[src/rtl/branch_redirect_ctrl.sv]
// Branch/jump redirect controller: turns a resolved taken branch in EX into a
// fetch redirect, pipeline flushes and a short fetch drain; HALT parks the front end.
// Optional macro BRCTRL_STATS_EN adds a saturating redirect_count output.
module branch_redirect_ctrl #(
   parameter int unsigned DRAIN_CYCLES = 1
) (
   input  logic        clk,
   input  logic        rst_n,
   input  logic        ex_valid,
   input  logic        ex_pcselect,
   input  logic [15:0] ex_PCwb,
   input  logic [15:0] ex_PCnext,
   input  logic        halt_req,
   input  logic        stall,
`ifdef BRCTRL_STATS_EN
   output logic [15:0] redirect_count,
`endif
   output logic        redirect_valid,
   output logic [15:0] redirect_pc,
   output logic        flush_ifid,
   output logic        flush_idex,
   output logic        fetch_hold,
   output logic        halted
);

   typedef enum logic [1:0] {
      IDLE     = 2'd0,
      REDIRECT = 2'd1,
      DRAIN    = 2'd2,
      HALTED   = 2'd3
   } state_t;

   localparam logic [2:0] DRAIN_INIT = 3'(DRAIN_CYCLES);

   state_t      state_q;
   state_t      state_nxt;
   logic [15:0] target_q;
   logic [15:0] target_nxt;
   logic [2:0]  drain_cnt_q;
   logic [2:0]  drain_cnt_nxt;

   logic        accept;
   logic        taken;

   logic        redirect_valid_nxt;
   logic [15:0] redirect_pc_nxt;
   logic        flush_ifid_nxt;
   logic        flush_idex_nxt;
   logic        fetch_hold_nxt;
   logic        halted_nxt;

   assign accept = ex_valid & ~stall;
   // A branch whose resolved target equals fall-through costs nothing to keep.
   assign taken  = ex_pcselect & (ex_PCwb != ex_PCnext);

   always_comb begin
      state_nxt     = state_q;
      target_nxt    = target_q;
      drain_cnt_nxt = drain_cnt_q;
      case (state_q)
         IDLE: begin
            if (accept) begin
               if (halt_req) begin
                  state_nxt = HALTED;
               end else if (taken) begin
                  target_nxt = ex_PCwb;
                  state_nxt  = REDIRECT;
               end
            end
         end
         REDIRECT: begin
            if (!stall) begin
               if (DRAIN_CYCLES > 0) begin
                  state_nxt     = DRAIN;
                  drain_cnt_nxt = DRAIN_INIT;
               end else begin
                  state_nxt = IDLE;
               end
            end
         end
         DRAIN: begin
            if (!stall) begin
               if (drain_cnt_q <= 3'd1) begin
                  state_nxt     = IDLE;
                  drain_cnt_nxt = 3'd0;
               end else begin
                  drain_cnt_nxt = drain_cnt_q - 3'd1;
               end
            end
         end
         HALTED: begin
            state_nxt = HALTED;
         end
         default: begin
            state_nxt     = IDLE;
            drain_cnt_nxt = 3'd0;
         end
      endcase
   end

   // Outputs are decoded from the next state so the registered copies line up with state_q.
   always_comb begin
      redirect_valid_nxt = 1'b0;
      redirect_pc_nxt    = target_nxt;
      flush_ifid_nxt     = 1'b0;
      flush_idex_nxt     = 1'b0;
      fetch_hold_nxt     = 1'b0;
      halted_nxt         = 1'b0;
      case (state_nxt)
         REDIRECT: begin
            redirect_valid_nxt = 1'b1;
            flush_ifid_nxt     = 1'b1;
            flush_idex_nxt     = 1'b1;
         end
         DRAIN: begin
            flush_idex_nxt = 1'b1;
            fetch_hold_nxt = 1'b1;
         end
         HALTED: begin
            redirect_pc_nxt = 16'h0000;
            fetch_hold_nxt  = 1'b1;
            halted_nxt      = 1'b1;
         end
         default: begin
            redirect_valid_nxt = 1'b0;
         end
      endcase
   end

   always_ff @(posedge clk or negedge rst_n) begin
      if (!rst_n) begin
         state_q        <= IDLE;
         target_q       <= 16'h0000;
         drain_cnt_q    <= 3'd0;
         redirect_valid <= 1'b0;
         redirect_pc    <= 16'h0000;
         flush_ifid     <= 1'b0;
         flush_idex     <= 1'b0;
         fetch_hold     <= 1'b0;
         halted         <= 1'b0;
      end else begin
         state_q        <= state_nxt;
         target_q       <= target_nxt;
         drain_cnt_q    <= drain_cnt_nxt;
         redirect_valid <= redirect_valid_nxt;
         redirect_pc    <= redirect_pc_nxt;
         flush_ifid     <= flush_ifid_nxt;
         flush_idex     <= flush_idex_nxt;
         fetch_hold     <= fetch_hold_nxt;
         halted         <= halted_nxt;
      end
   end

`ifdef BRCTRL_STATS_EN
   logic redirect_entry;
   assign redirect_entry = (state_q == IDLE) && (state_nxt == REDIRECT);

   always_ff @(posedge clk or negedge rst_n) begin
      if (!rst_n) begin
         redirect_count <= 16'h0000;
      end else if (redirect_entry && (redirect_count != 16'hFFFF)) begin
         redirect_count <= redirect_count + 16'h0001;
      end
   end
`endif

endmodule

[config.mk]
export PLATFORM = sky130hd
export DESIGN_NAME = branch_redirect_ctrl
export DESIGN_NICKNAME = d
export VERILOG_FILES = /design/src/rtl/branch_redirect_ctrl.sv
export SDC_FILE = /design/constraint.sdc
export NUM_CORES = 1
export LEC_CHECK = 0
export CELL_PAD_IN_SITES_DETAIL_PLACEMENT = 1
export CELL_PAD_IN_SITES_GLOBAL_PLACEMENT = 1
export CORE_MARGIN = 5
export CORE_UTILIZATION = 41
export CTS_BUF_LIST = sky130_fd_sc_hd__clkbuf_2 sky130_fd_sc_hd__clkbuf_4 sky130_fd_sc_hd__clkbuf_8
export DETAILED_ROUTE_END_ITERATION = 8
export PLACE_DENSITY_LB_ADDON = 0.05
export SYNTH_ARGS = -nofsm -noshare
export SYNTH_HDL_FRONTEND = slang
export SYNTH_SLANG_ARGS = --single-unit
[constraint.sdc]
create_clock -name clk -period 3 [get_ports clk]
set_clock_uncertainty 0.05 [all_clocks]
set_input_delay 0.6 -clock clk [delete_from_list [all_inputs] [get_ports clk]]
set_output_delay 0.6 -clock clk [all_outputs]
set_load 0.02 [all_outputs]
# --- Word level (Yosys, flattened, before mapping) ---
# Cells that the tools add are included.
# Widths: inputs -> output; s select.
totals:
  ff_bits: 41
  in_bits: 38
  output_inout_bits: 21
  wordCells: 47
op_classes:
  addsub: 1
  magnitude_cmp: 1
  eq_ne: 9
  muxes: 20
  bitwise: 3
  n_reduce_logical: 5
ops:
  columns: ["op", "n"]
  rows:
  - ["$mux 16", 5]
  - ["$ne 16x16->1", 1]
  - ["$mux 2", 6]
  - ["$mux 3", 3]
  - ["$eq 2x2->1 const B", 4]
  - ["$pmux 2 s4", 1]
  - ["$pmux 3 s2", 1]
  - ["$eq 2x1->1 const B", 2]
  - ["$mux 1", 4]
  - ["$ne 2x2->1 const B", 2]
  - ["$reduce_or 2->1", 2]
  - ["$le 3x1->1 const B", 1]
  - ["$reduce_and 3->1", 1]
  - ["$sub 3x1->3 const B", 1]
  - ["$and 1x1->1", 2]
  - ["$logic_not 2->1", 1]
  - ["$reduce_bool 2->1", 1]
  - ["$not 1->1", 1]

# --- Depth between registers and ports, before layout ---
depth:
  word_depth: 9
  mapped_depth: 9
  ltp_nobuf: 8

# --- Least setup slack after synthesis ---
# Ideal clock, no wire load.
synth_timing:
  path_kind: "in2reg"
  startpoint: "in ex_PCnext[8]"
  endpoint: "reg redirect_pc[1]"
  setup_time_ns: 0.079
  t_arrival_ns: 2.129
  required_ns: 2.871
  setup_slack_ns: 0.742
  path_stages: 9
  n_path_buf: 1
  path_cell_list: "xor2_1 -> nor4_1 -> nand4_1 -> nand4_1 -> nand3_1 -> ha_1 -> clkbuf_1 -> or2b_1 -> mux2i_1"
synth_between:
  elab_chain_cells: 8
  word_cells_on_any_way: 12
  classes_between: "2 x eq/ne; 9 x mux; 1 x bitwise"
synth_rtl:
  columns: ["element", "line_no", "text"]
  rows:
  - ["from (decl)", "12", "input logic [15:0] ex_PCnext,"]
  - ["$ne 16x16->1", "54", "assign taken = ex_pcselect & (ex_PCwb != ex_PCnext);"]
  - ["$and 1x1->1", "54", null]
  - ["$mux 2", "65", "end else if (taken) begin"]
  - ["$mux 2", "63", "if (halt_req) begin"]
  - ["$mux 2", "62", "if (accept) begin"]
  - ["$pmux 2 s4", "60", "case (state_q)"]
  - ["via state_nxt[0]", "36", "state_t state_nxt;"]
  - ["$eq 2x2->1", "109", "case (state_nxt)"]
  - ["$mux 16", "109", null]
  - ["via redirect_pc_nxt[1]", "46", "logic [15:0] redirect_pc_nxt;"]
  - ["to (signal assigned)", "146", "redirect_pc <= redirect_pc_nxt;"]
  - ["to (decl)", "19", "output logic [15:0] redirect_pc,"]
# The timed path passes the listed nets, and every way through them passes these cells.
# A chain may end at the register's enable or synchronous reset.

# --- Final worst setup path ---
layout_timing:
  startpoint: "in ex_PCwb[8]"
  endpoint: "reg redirect_pc[0]"
layout_between:
  elab_chain_cells: 8
  word_cells_on_any_way: 12
  classes_between: "2 x eq/ne; 9 x mux; 1 x bitwise"
layout_rtl:
  columns: ["element", "line_no", "text"]
  rows:
  - ["from (decl)", "11", "input logic [15:0] ex_PCwb,"]
  - ["$ne 16x16->1", "54", null]
  - ["$and 1x1->1", "54", null]
  - ["$mux 2", "65", null]
  - ["$mux 2", "63", null]
  - ["$mux 2", "62", null]
  - ["$pmux 2 s4", "60", null]
  - ["via state_nxt[0]", "36", null]
  - ["$eq 2x2->1", "109", null]
  - ["$mux 16", "109", null]
  - ["via redirect_pc_nxt[0]", "46", null]
# The timed path passes the listed nets, and every way through them passes these cells.

==> results.sh <==
export IMPL_cts_hold_buf=0
export IMPL_gr_total_overflow=0
export IMPL_busiest_layer="met2"
export IMPL_antenna_left=0
export IMPL_grt_util_all_layers_pct=16.9
export IMPL_drt_initial_drc_count=38
export IMPL_cts_max_level=2
export IMPL_netlist_area_mm2=0.00205
export IMPL_first_pass_iters=4
export IMPL_vias=1490
export IMPL_grtUsageMet3_pct=3.92
export IMPL_wire_per_inst_um=16.3
export IMPL_rows=25
export IMPL_antennaDiodeCount=0
export IMPL_fmax_mhz=357
export IMPL_cts_tree="built"
export IMPL_clock_latency_ns=0.29
export IMPL_power_leakage_uw=0.00134
export IMPL_routed_wl_um=4930
export IMPL_drive_gt1_share_pct=14.0
export IMPL_min_path_type="in2async"
export IMPL_yosys_cell_types_count=31
export IMPL_clkSinkCount=40
export IMPL_cts_setup_buffers=0
export IMPL_hpwl_um=3810
export IMPL_setup_tns_ns=0
export IMPL_fin_nets=276
export IMPL_coreArea_mm2=0.00479
export IMPL_tightest_slew_ns=0.923
export IMPL_critPathMaxFanout=16
export IMPL_netlist_instances=173
export IMPL_outcome="completed"
export IMPL_avgSynthCellArea_um2=11.8
export IMPL_antenna_found_initial=0
export IMPL_gr_usage_met1_pct=20.2
export IMPL_final_period_utilization_pct=93.3
export IMPL_fill_cells=525
export IMPL_ctsResizeCount=0
export IMPL_worst_setup_path_type="in2reg"
export IMPL_worstPathArrival_ns=2.94
export IMPL_layout_min_cycle_time_ns=2.80
export IMPL_grt_max_degree=41
export IMPL_grt_use_met2_pct=29.7
export IMPL_start_util_pct=42.8
export IMPL_worstSetupEndpointType="register"
export IMPL_seq_area_frac_synth_pct=48.9
export IMPL_crit_path_start="ex_PCwb[8]"
export IMPL_final_util_pct=58.7
export IMPL_ys_warnings_count=0
export IMPL_cts_inserted_buffers=5
export IMPL_cts_root_buffer="clkbuf_8"
export IMPL_fp_dieW_um=80.7
export IMPL_grt_first_pass_wirelength_um=8290
export IMPL_finalSetupViolCount=0
export IMPL_final_common_cell="clkdlybuf4s50_1"
export IMPL_final_cell_mix="clkdlybuf4s50_1, dfrtp_1, nand2b_1"
export IMPL_place_area_mm2=0.00272
export IMPL_rr_startpoint="drain_cnt_q[1]"
export IMPL_die_y_um=80.7
export IMPL_grt_pass1_vias=1706
export IMPL_clk_pin_slew_ns=0.08
export IMPL_drc_errors=0
export IMPL_final_max_slew_viol_count=0
export IMPL_cellPowerDensity_mw_per_mm2=854
export IMPL_slew_headroom_pct=38.5
export IMPL_synth_nets=215
export IMPL_start_kind="input port"
export IMPL_routed_via_density=4.93
export IMPL_final_hold_violation_count=0
export IMPL_rsz0062_at_grt="no"
export IMPL_ios=59
export IMPL_max_cap_violations=0
export IMPL_clockBufferDepth=2
export IMPL_die_area_mm2=0.00651
export IMPL_gp_congestion=0.782
export IMPL_io_buffers=58
export IMPL_critical_path_required_ns=3.15
export IMPL_area_delta_synth_final_pct=37.2
export IMPL_final_area_mm2=0.00281
export IMPL_synth_seq_cells=40
export IMPL_ir_drop_mv=0.370
-- per-layer routing --
layer  part of all wire (%)  vias up
li1                       -      706
met1                     42      726
met2                     51       50
met3                    6.0        8
met4                    1.5        0
met5                      0        -
-- power breakdown --
group / internal, uW / leakage (uW) / switching (uW)
logic: 589 / 0.000786 / 518
clock network: 184 / 0.0000510 / 192
registers: 779 / 0.000507 / 137
-- worst paths after layout --
check | end | slack [ns] | depth (start not counted)
worst min-delay path | redirect_pc[12] | 0.39 | 1
worst min register to register | target_q[0] | 0.47 | 1
worst max register to register | redirect_pc[11] | 0.91 | 9
worst max-delay path | redirect_pc[0] | 0.20 | 10
min in group clk | target_q[0] | 0.47 | 1
max in group asynchronous | drain_cnt_q[0] | 1.93 | 1
-- cell families after synthesis --
group / synth area share, %
flip-flops: 48.9
adder cells (fa/ha/maj): 2.44
XOR/XNOR: 6.84
AO/OA/AOI/OAI: 3.91
AND/OR/NAND/NOR: 15.9
multiplexers: 17.3
buffers and inverters: 4.64
-- synthesized netlist by cell type --
| library cell | n | share of area [%] |
|---|---|---|
| nand4_4 | 1 | 1.0 |
| o21ai_0 | 5 | 1.2 |
| nand2_1 | 1 | 0.18 |
| buf_6 | 1 | 0.55 |
| nor3_2 | 1 | 0.49 |
| nand4_1 | 4 | 1.2 |
| nor4_1 | 4 | 1.2 |
| mux2_2 | 12 | 6.6 |
| nand2b_1 | 31 | 9.5 |
| mux2i_1 | 16 | 7.8 |
| nor3_1 | 1 | 0.24 |
| xor2_1 | 16 | 6.8 |
| a21boi_0 | 1 | 0.37 |
| dfrtp_1 | 40 | 49 |
| a21oi_1 | 2 | 0.49 |
| nor2_1 | 5 | 0.92 |
| clkbuf_1 | 5 | 0.92 |
| or2b_1 | 1 | 0.37 |
| buf_2 | 1 | 0.24 |
| o21a_1 | 1 | 0.37 |
| ha_1 | 4 | 2.4 |
| a22oi_1 | 1 | 0.37 |
| o21bai_1 | 1 | 0.37 |
| o221ai_1 | 1 | 0.43 |
| buf_4 | 1 | 0.37 |
| o22ai_1 | 1 | 0.31 |
| mux2_4 | 4 | 2.9 |
| buf_8 | 2 | 1.5 |
| nand3_1 | 2 | 0.49 |
| inv_1 | 6 | 1.1 |
| nor2b_1 | 1 | 0.31 |
-- sequential cells by signal, indices dropped and copies added (netlist names) --
signal	flops
drain_cnt_q	3
fetch_hold	1
flush_idex	1
flush_ifid	1
halted	1
redirect_pc	16
state_q	1
target_q	16
-- cell type report --
type | instances | area (um^2) | share of cell area, %
repair buffers | 64 | 658 | 23.4
clock inverters | 2 | 10.0 | 0.356
inverters | 6 | 22.5 | 0.801
clock buffers | 6 | 82.6 | 2.94
well taps | 67 | 83.8 | 2.98
multi-input cells | 117 | 952 | 33.9
flip-flops and latches | 40 | 1000 | 35.6
-- through the flow --
| step | cells | setup WS, ns | power (uW) | hold slack, ns |
|---|---|---|---|---|
| finish | 302 | 0.202 | 2400 | 0.393 |
| global route | 302 | 0.0647 | 2580 | 0.475 |
| CTS | 302 | 0.154 | 2440 | 0.422 |
| detailed placement | 294 | -0.151 | 2050 | 0.450 |
| global placement | 294 | 0.0405 | 1960 | 0.439 |
| floorplan | 173 | 0.742 | 1550 | 0.254 |
-- worst max-delay path, stage by stage --
cell and delay (ns):
clkdlybuf4s50_1 0.46, xor2_1 0.16, nor4_1 0.47, nand4_1 0.22, nand4_1 0.15, nand3_1 0.12
ha_1 0.26, buf_12 0.16, nand2b_1 0.13, mux2i_1 0.19
Note: power is estimated with default switching activity, not from simulation.
